`src/rtl/if_branch_predictor_if.sv`:
```
// Fetch/prediction, resolve/update and performance-counter signals of the IF-stage branch predictor.
// The predictor takes the slave modport; the pipeline side takes the master modport.
interface if_branch_predictor_if #(
    parameter int GHR_W = 4
);
    logic             fetch_valid;
    logic [31:0]      fetch_pc;
    logic             fetch_br;
    logic             fetch_jal;
    logic             pred_taken;
    logic [31:0]      pred_target;
    logic             pred_hit;
    logic [GHR_W-1:0] pred_ghr;

    logic             upd_valid;
    logic [31:0]      upd_pc;
    logic             upd_is_br;
    logic             upd_taken;
    logic [31:0]      upd_target;
    logic [GHR_W-1:0] upd_ghr;
    logic             upd_mispredict;

    logic [31:0]      perf_br_cnt;
    logic [31:0]      perf_miss_cnt;

    modport master (
        output fetch_valid, fetch_pc, fetch_br, fetch_jal,
        output upd_valid, upd_pc, upd_is_br, upd_taken, upd_target, upd_ghr, upd_mispredict,
        input  pred_taken, pred_target, pred_hit, pred_ghr,
        input  perf_br_cnt, perf_miss_cnt
    );

    modport slave (
        input  fetch_valid, fetch_pc, fetch_br, fetch_jal,
        input  upd_valid, upd_pc, upd_is_br, upd_taken, upd_target, upd_ghr, upd_mispredict,
        output pred_taken, pred_target, pred_hit, pred_ghr,
        output perf_br_cnt, perf_miss_cnt
    );
endinterface

```
`src/rtl/if_branch_predictor.sv`:
```
// gshare direction predictor with a direct-mapped BTB and a speculative global history
// that the resolving stage repairs from the snapshot carried down the pipeline.
module if_branch_predictor #(
    parameter int BHT_IDX = 7,
    parameter int GHR_W   = 4,
    parameter int CTR_W   = 2,
    parameter int BTB_IDX = 5,
    parameter int TAG_W   = 8
) (
    input  logic                  clk,
    input  logic                  rst,
    if_branch_predictor_if.slave  bp
);
    localparam int BHT_N = 1 << BHT_IDX;
    localparam int BTB_N = 1 << BTB_IDX;
    localparam logic [CTR_W-1:0] CTR_MAX  = '1;
    localparam logic [CTR_W-1:0] CTR_INIT = CTR_MAX >> 1;

    logic [CTR_W-1:0]  bht_reg        [BHT_N];
    logic [BTB_N-1:0]  btb_valid_reg;
    logic [TAG_W-1:0]  btb_tag_reg    [BTB_N];
    logic [31:0]       btb_target_reg [BTB_N];
    logic [GHR_W-1:0]  ghr_reg, ghr_next;
    logic [31:0]       perf_br_reg, perf_miss_reg;

    logic [BHT_IDX-1:0] fetch_ghr_ext, upd_ghr_ext;
    logic [BHT_IDX-1:0] fetch_bht_idx, upd_bht_idx;
    logic [BTB_IDX-1:0] fetch_btb_idx, upd_btb_idx;
    logic [TAG_W-1:0]   fetch_tag, upd_tag;
    logic [CTR_W-1:0]   fetch_ctr, upd_ctr, upd_ctr_next;
    logic [GHR_W-1:0]   fetch_shift, repair_shift;
    logic               btb_hit;

    always_comb begin
        fetch_ghr_ext = '0;
        fetch_ghr_ext[GHR_W-1:0] = ghr_reg;
        upd_ghr_ext = '0;
        upd_ghr_ext[GHR_W-1:0] = bp.upd_ghr;
    end

    assign fetch_bht_idx = bp.fetch_pc[BHT_IDX+1:2] ^ fetch_ghr_ext;
    assign upd_bht_idx   = bp.upd_pc[BHT_IDX+1:2] ^ upd_ghr_ext;
    assign fetch_btb_idx = bp.fetch_pc[BTB_IDX+1:2];
    assign upd_btb_idx   = bp.upd_pc[BTB_IDX+1:2];
    assign fetch_tag     = bp.fetch_pc[BTB_IDX+TAG_W+1:BTB_IDX+2];
    assign upd_tag       = bp.upd_pc[BTB_IDX+TAG_W+1:BTB_IDX+2];
    assign fetch_ctr     = bht_reg[fetch_bht_idx];
    assign upd_ctr       = bht_reg[upd_bht_idx];

    // Prediction reads only registered state, so a same-cycle update is seen one cycle later.
    assign btb_hit          = btb_valid_reg[fetch_btb_idx] && (btb_tag_reg[fetch_btb_idx] == fetch_tag);
    assign bp.pred_hit      = btb_hit;
    assign bp.pred_taken    = btb_hit && (bp.fetch_jal || (bp.fetch_br && fetch_ctr[CTR_W-1]));
    assign bp.pred_target   = bp.pred_taken ? btb_target_reg[fetch_btb_idx] : bp.fetch_pc + 32'd4;
    assign bp.pred_ghr      = ghr_reg;
    assign bp.perf_br_cnt   = perf_br_reg;
    assign bp.perf_miss_cnt = perf_miss_reg;

    // A one-bit history has nothing to shift out; it simply takes the new outcome.
    generate
        if (GHR_W == 1) begin : g_ghr_bit
            assign fetch_shift  = bp.pred_taken;
            assign repair_shift = bp.upd_taken;
        end else begin : g_ghr_shift
            assign fetch_shift  = {ghr_reg[GHR_W-2:0], bp.pred_taken};
            assign repair_shift = {bp.upd_ghr[GHR_W-2:0], bp.upd_taken};
        end
    endgenerate

    always_comb begin
        ghr_next = ghr_reg;
        if (bp.upd_valid && bp.upd_mispredict) begin
            ghr_next = bp.upd_is_br ? repair_shift : bp.upd_ghr;
        end else if (bp.fetch_valid && bp.fetch_br) begin
            ghr_next = fetch_shift;
        end
    end

    always_comb begin
        upd_ctr_next = upd_ctr;
        if (bp.upd_taken) begin
            if (upd_ctr != CTR_MAX) upd_ctr_next = upd_ctr + CTR_W'(1);
        end else begin
            if (upd_ctr != '0) upd_ctr_next = upd_ctr - CTR_W'(1);
        end
    end

    always_ff @(posedge clk) begin
        if (rst) begin
            for (int i = 0; i < BHT_N; i++) bht_reg[i] <= CTR_INIT;
            btb_valid_reg <= '0;
            ghr_reg       <= '0;
            perf_br_reg   <= '0;
            perf_miss_reg <= '0;
        end else begin
            if (bp.upd_valid && bp.upd_is_br) bht_reg[upd_bht_idx] <= upd_ctr_next;
            if (bp.upd_valid && bp.upd_taken) btb_valid_reg[upd_btb_idx] <= 1'b1;
            ghr_reg       <= ghr_next;
            perf_br_reg   <= perf_br_reg + 32'(bp.upd_valid && bp.upd_is_br);
            perf_miss_reg <= perf_miss_reg + 32'(bp.upd_valid && bp.upd_mispredict);
        end
    end

    // Tag/target payload needs no reset: the valid bits gate every use of it.
    always_ff @(posedge clk) begin
        if (!rst && bp.upd_valid && bp.upd_taken) begin
            btb_tag_reg[upd_btb_idx]    <= upd_tag;
            btb_target_reg[upd_btb_idx] <= bp.upd_target;
        end
    end
endmodule

```
`src/flat_wrapper.sv`:
```
// flat-port wrapper written by rule: the top's interface ports become plain ports
module if_branch_predictor_flat 
#(
    parameter int BHT_IDX = 7,
    parameter int GHR_W   = 4,
    parameter int CTR_W   = 2,
    parameter int BTB_IDX = 5,
    parameter int TAG_W   = 8
)
  (clk, rst, bp_fetch_valid, bp_fetch_pc, bp_fetch_br, bp_fetch_jal, bp_upd_valid, bp_upd_pc, bp_upd_is_br, bp_upd_taken, bp_upd_target, bp_upd_ghr, bp_upd_mispredict, bp_pred_taken, bp_pred_target, bp_pred_hit, bp_pred_ghr, bp_perf_br_cnt, bp_perf_miss_cnt);
  if_branch_predictor_if #(.GHR_W(GHR_W)) bp_i ();
  input  logic clk;
  input  logic rst;
  input wire logic [$bits(bp_i.fetch_valid)-1:0] bp_fetch_valid;
  input wire logic [$bits(bp_i.fetch_pc)-1:0] bp_fetch_pc;
  input wire logic [$bits(bp_i.fetch_br)-1:0] bp_fetch_br;
  input wire logic [$bits(bp_i.fetch_jal)-1:0] bp_fetch_jal;
  input wire logic [$bits(bp_i.upd_valid)-1:0] bp_upd_valid;
  input wire logic [$bits(bp_i.upd_pc)-1:0] bp_upd_pc;
  input wire logic [$bits(bp_i.upd_is_br)-1:0] bp_upd_is_br;
  input wire logic [$bits(bp_i.upd_taken)-1:0] bp_upd_taken;
  input wire logic [$bits(bp_i.upd_target)-1:0] bp_upd_target;
  input wire logic [$bits(bp_i.upd_ghr)-1:0] bp_upd_ghr;
  input wire logic [$bits(bp_i.upd_mispredict)-1:0] bp_upd_mispredict;
  output wire logic [$bits(bp_i.pred_taken)-1:0] bp_pred_taken;
  output wire logic [$bits(bp_i.pred_target)-1:0] bp_pred_target;
  output wire logic [$bits(bp_i.pred_hit)-1:0] bp_pred_hit;
  output wire logic [$bits(bp_i.pred_ghr)-1:0] bp_pred_ghr;
  output wire logic [$bits(bp_i.perf_br_cnt)-1:0] bp_perf_br_cnt;
  output wire logic [$bits(bp_i.perf_miss_cnt)-1:0] bp_perf_miss_cnt;
  assign bp_i.fetch_valid = bp_fetch_valid;
  assign bp_i.fetch_pc = bp_fetch_pc;
  assign bp_i.fetch_br = bp_fetch_br;
  assign bp_i.fetch_jal = bp_fetch_jal;
  assign bp_i.upd_valid = bp_upd_valid;
  assign bp_i.upd_pc = bp_upd_pc;
  assign bp_i.upd_is_br = bp_upd_is_br;
  assign bp_i.upd_taken = bp_upd_taken;
  assign bp_i.upd_target = bp_upd_target;
  assign bp_i.upd_ghr = bp_upd_ghr;
  assign bp_i.upd_mispredict = bp_upd_mispredict;
  assign bp_pred_taken = bp_i.pred_taken;
  assign bp_pred_target = bp_i.pred_target;
  assign bp_pred_hit = bp_i.pred_hit;
  assign bp_pred_ghr = bp_i.pred_ghr;
  assign bp_perf_br_cnt = bp_i.perf_br_cnt;
  assign bp_perf_miss_cnt = bp_i.perf_miss_cnt;
  if_branch_predictor #(.BHT_IDX(BHT_IDX), .GHR_W(GHR_W), .CTR_W(CTR_W), .BTB_IDX(BTB_IDX), .TAG_W(TAG_W)) u_core (.clk(clk), .rst(rst), .bp(bp_i));
endmodule
```
`config.mk`:
```
export PLATFORM = sky130hd
export DESIGN_NAME = if_branch_predictor_flat
export DESIGN_NICKNAME = d
export VERILOG_FILES = /design/src/rtl/if_branch_predictor_if.sv /design/src/rtl/if_branch_predictor.sv /design/src/flat_wrapper.sv
export SDC_FILE = /design/constraint.sdc
export NUM_CORES = 2
export LEC_CHECK = 0
export CAP_MARGIN = 20
export CORE_ASPECT_RATIO = 1.25
export CORE_MARGIN = 1
export CORE_UTILIZATION = 45
export DETAILED_ROUTE_END_ITERATION = 7
export PLACE_DENSITY = 0.62
export REMOVE_ABC_BUFFERS = 1
export SLEW_MARGIN = 20
export SYNTH_ARGS = -nofsm -noshare
export SYNTH_HDL_FRONTEND = slang
export SYNTH_SLANG_ARGS = --single-unit
```
`constraint.sdc`:
```
create_clock -name clk -period 14.4 [get_ports clk]
set_clock_uncertainty 0.15 [all_clocks]
set_input_delay 2.88 -clock clk [delete_from_list [all_inputs] [get_ports clk]]
set_output_delay 2.88 -clock clk [all_outputs]
set_load 0.02 [all_outputs]
```
==> metrics.md <==
| Metric | Value |
|---|---|
| Result of the run | completed |
| Slowest CP cell | clkdlybuf4s50_1 |
| Cell internal power dissipation | 7.69 mW |
| HPWL reported at the end of detailed placement | 96.5 mm |
| Ratio of cells with drive above 1 in the final layout | 22.7% |
| Clock buffer count from CTS | 163 |
| Height of the chip | 439 microns |
| FP Rows | 159 |
| Number of setup violations in the final report | 0 |
| Aggregate negative setup slack | 0 ns |
| Placer congestion estimate | 0.842 |
| Global-route wire length before repair | 261 mm |
| TritonCTS clock tree | yes |
| Dominant synthesized flop cell | edfxtp_1 |
| Switching share of total power | 23.2% |
| R2r startpoint | u_core.bht_reg[102][0] |
| Netlist Area Pre-Place | 68700 sq um |
| Proportion of power drawn by flip-flops and latches | 52.3% |
| Via density | 5.99 |
| Routed wirelength normalized by instance count | 28.7 microns |
| Post-synth EDFFs | 1536 |
| Async set-or-reset flop fraction in the synthesized netlist | 0% |
| Number of flip-flops in the largest register | 1024 |
| Seq/Total Area, Yosys | 70.0% |
| Post-cts repair resize count | 0 |
| Register clock-pin slew on the reported worst setup and hold paths | 0.06 ns |
| Yosys Warn Count | 0 |
| Time the final worst path needs with I/O delays and setup | 11.47 ns |
| Total Routed Length | 181 mm |
| Share of the synthesized area in the top cell type | 67.1% |
| Area contributors post-synth | edfxtp_1, mux4_2, dfxtp_1 |
| Core area | 151000 sq um |
| Number of buffer and inverter stages on the critical path | 4 |
| Clock latency of the later-clocked register in the worst-skew pair | 0.82 ns |
| Number of buffers added to fix hold violations after cts | 0 |
| Hold WC Path Type | reg -> reg |
| Relative contribution of combinational cells to total power | 7.4% |
| Root buf cell | clkbuf_16 |
| Cell accounting for the most synthesized area | edfxtp_1 |
| Switching component of the power | 2.33 mW |
| I/O pin total | 211 |
| Max Fanout on Critical Path | 41 |
| Total count of hold-check failures in the final report | 0 |
| Layout overhead on the synthesized area | 13.6% |
| Beginning of the worst hold path | u_core.btb_valid_reg[0] |
| Transition time at the pin with the least slew margin | 1.16 ns |
| Top cell by count, worst path | mux2i_1 |
| Deepest level of the CTS H-tree | 4 |
| Setup repair after global routing missed its margin | no |
| Total vias in the final route | 37800 |
| Startpoint-to-endpoint class of the critical path | in -> out |
| Max-slew violation total from the final report | 0 |
| Critical path cell sequence | buf_8, buf_4, mux4_2, mux2i_1, nor3b_1, or4b_1, a2111oi_0, and4_1, a21bo_4, buf_4, mux2i_1, mux2i_1, clkdlybuf4s50_1 |
| Antenna violations before repair | 8 |
| Buffer depth of the longest clock path | 3 |
| Post-synthesis instance total | 4013 |
| Crit path largest cell delay | 0.69 ns |
| CTS Sinks | 1636 |
| All-layer global routing usage | 23.6% |
| Starting utilization of the core area | 45.6% |
| Final period util | 79.7% |
| Total power density per cell area | 128 nW/um^2 |
| Data required time of the worst path | 11.37 ns |
| Setup fix buffers added after clock tree synthesis | 0 |
| Fill cells | 12400 |
| Peak supply drop | 131 uV |
| Total die area | 154000 sq um |
| DRC violations left | 0 |
| Max Freq | 87.2 MHz |
| Maximum number of pins on one net before global-route repair | 89 |
| Synthesis-stage register bit count | 1636 |
| Mean instance size in the synthesized netlist | 17.1 sq um |
| Final #Nets | 4285 |
| Number of max-cap violations | 0 |
| Number of distinct library cells after synthesis | 72 |
| Number of optimization iterations in the first detailed-route pass | 5 |
| Category of the worst setup path launch point | input pin |
| CP startpoint | bp_fetch_pc[3] |
| Worst hold margin | 0.321 ns |
| Number of buffers inserted by port buffering | 191 |
| Fraction of power consumed by the clock network | 40.3% |
| Leakage power of the design | 24.4 nW |
| Relative slew slack | 21.8% |
| Crit path capture type | output pin |
| DRT antenna net count | 0 |
| Critical path data arrival time | 8.44 ns |
| Vias in the first global route | 37900 |
| Overall die width | 351 microns |
| Top cell family by delay on the critical path | buffers and inverters |
| Overflow after GRT | 0 |
| DRC marker count from the first detailed-route iteration | 3889 |
==> metrics by stage <==
step	worst slack [ns]	cells	total power [mW]	cell area, sq um	utilization [%]
floorplan	0.377	3710	5.73	67400	-
global placement	2.89	6015	6.06	72900	48.4
detailed placement	2.87	6016	6.07	73000	48.4
CTS	2.87	6316	10.1	78000	51.7
global route	2.64	6318	10.3	78000	51.7
finish	2.93	6320	10.0	78000	51.7
==> cell usage after synthesis, types with 20 or more instances <==
master    instances
mux4_2          393
a21oi_1          35
a31oi_1          37
mux2_2           20
edfxtp_1       1536
nand2b_1         22
o22ai_1          36
inv_1            41
xor2_1           72
clkbuf_1        174
buf_2            55
nor2_1          208
or2_2            67
nor3_1           22
nor4_2           40
dfxtp_1         100
and2_1           30
mux2i_1         105
and3_1           24
a21o_1           50
nand2_1         373
buf_1            46
nand3_1         173
xnor2_1          28
nor3_2           64
buf_4            20
a32oi_1          33
==> layout by cell type (no fill, tap or decap), drive strengths merged, types with 24 or more instances in the layout <==
cell	count
a31oi	37
clkinv	77
inv	47
nand2	373
buf	111
a21oi	35
xnor2	28
or2	67
dfxtp	100
mux4	393
o22ai	36
nor4	54
a32oi	33
and3	24
edfxtp	1536
mux2i	105
a21o	50
nor3	86
clkdlybuf4s50	184
clkbuf	210
xor2	73
nor2	208
nand3	173
and2	37
==> final timing paths <==
path                              to  slack [ns]  cells after the start
max                bp_pred_target[6]        2.93                     13
min          u_core.btb_valid_reg[0]        0.32                      2
max reg2reg   u_core.bht_reg[110][0]       10.12                      8
min reg2reg  u_core.btb_valid_reg[0]        0.32                      2
==> power by group through the flow <==
| stage | Combinational, mW | Sequential, mW | Clock [mW] |
|---|---|---|---|
| after detailed placement | 0.731 | 5.34 | 0 |
| final | 0.737 | 5.24 | 4.04 |
| after global routing | 0.781 | 5.24 | 4.27 |
| after CTS | 0.733 | 5.24 | 4.11 |
| after global placement | 0.724 | 5.34 | 0 |
| after floorplan | 0.396 | 5.34 | 0 |
==> cell families after synthesis <==
| logic type | synth area share, % |
|---|---|
| AO/OA/AOI/OAI | 3.09 |
| buffers and inverters | 2.18 |
| XOR/XNOR | 1.30 |
| multiplexers | 14.8 |
| flip-flops | 70.0 |
| AND/OR/NAND/NOR | 8.51 |
| adder cells (fa/ha/maj) | 0.120 |
==> routing by layer <==
layer	share of wire [%]	wire length, microns	global-route usage [%]
met2	51	92200	40.2
met1	40	71700	30.8
met5	0.056	102	0
met4	3.1	5690	7.82
met3	6.3	11500	3.81
==> worst min-delay path, delay by kind of cell (launching register included) <==
family	cells	cell delay, ns
flops	1	0.31
buf+inv	1	0.04
compound gates	1	0.07
==> cell type report <==
class                           count  area (sq um)  area share [%]
Tap cell                         2012          2520            3.23
Clock buffer                      209          4290            5.50
Clock inverter                     91           727           0.932
Timing Repair Buffer              296          2760            3.54
Multi-Input combinational cell   2032         19400            24.9
Sequential cell                  1636         48100            61.7
Inverter                           42           160           0.205
Antenna cell                        2          5.00         0.00641
(Power assumes the default switching activity.)
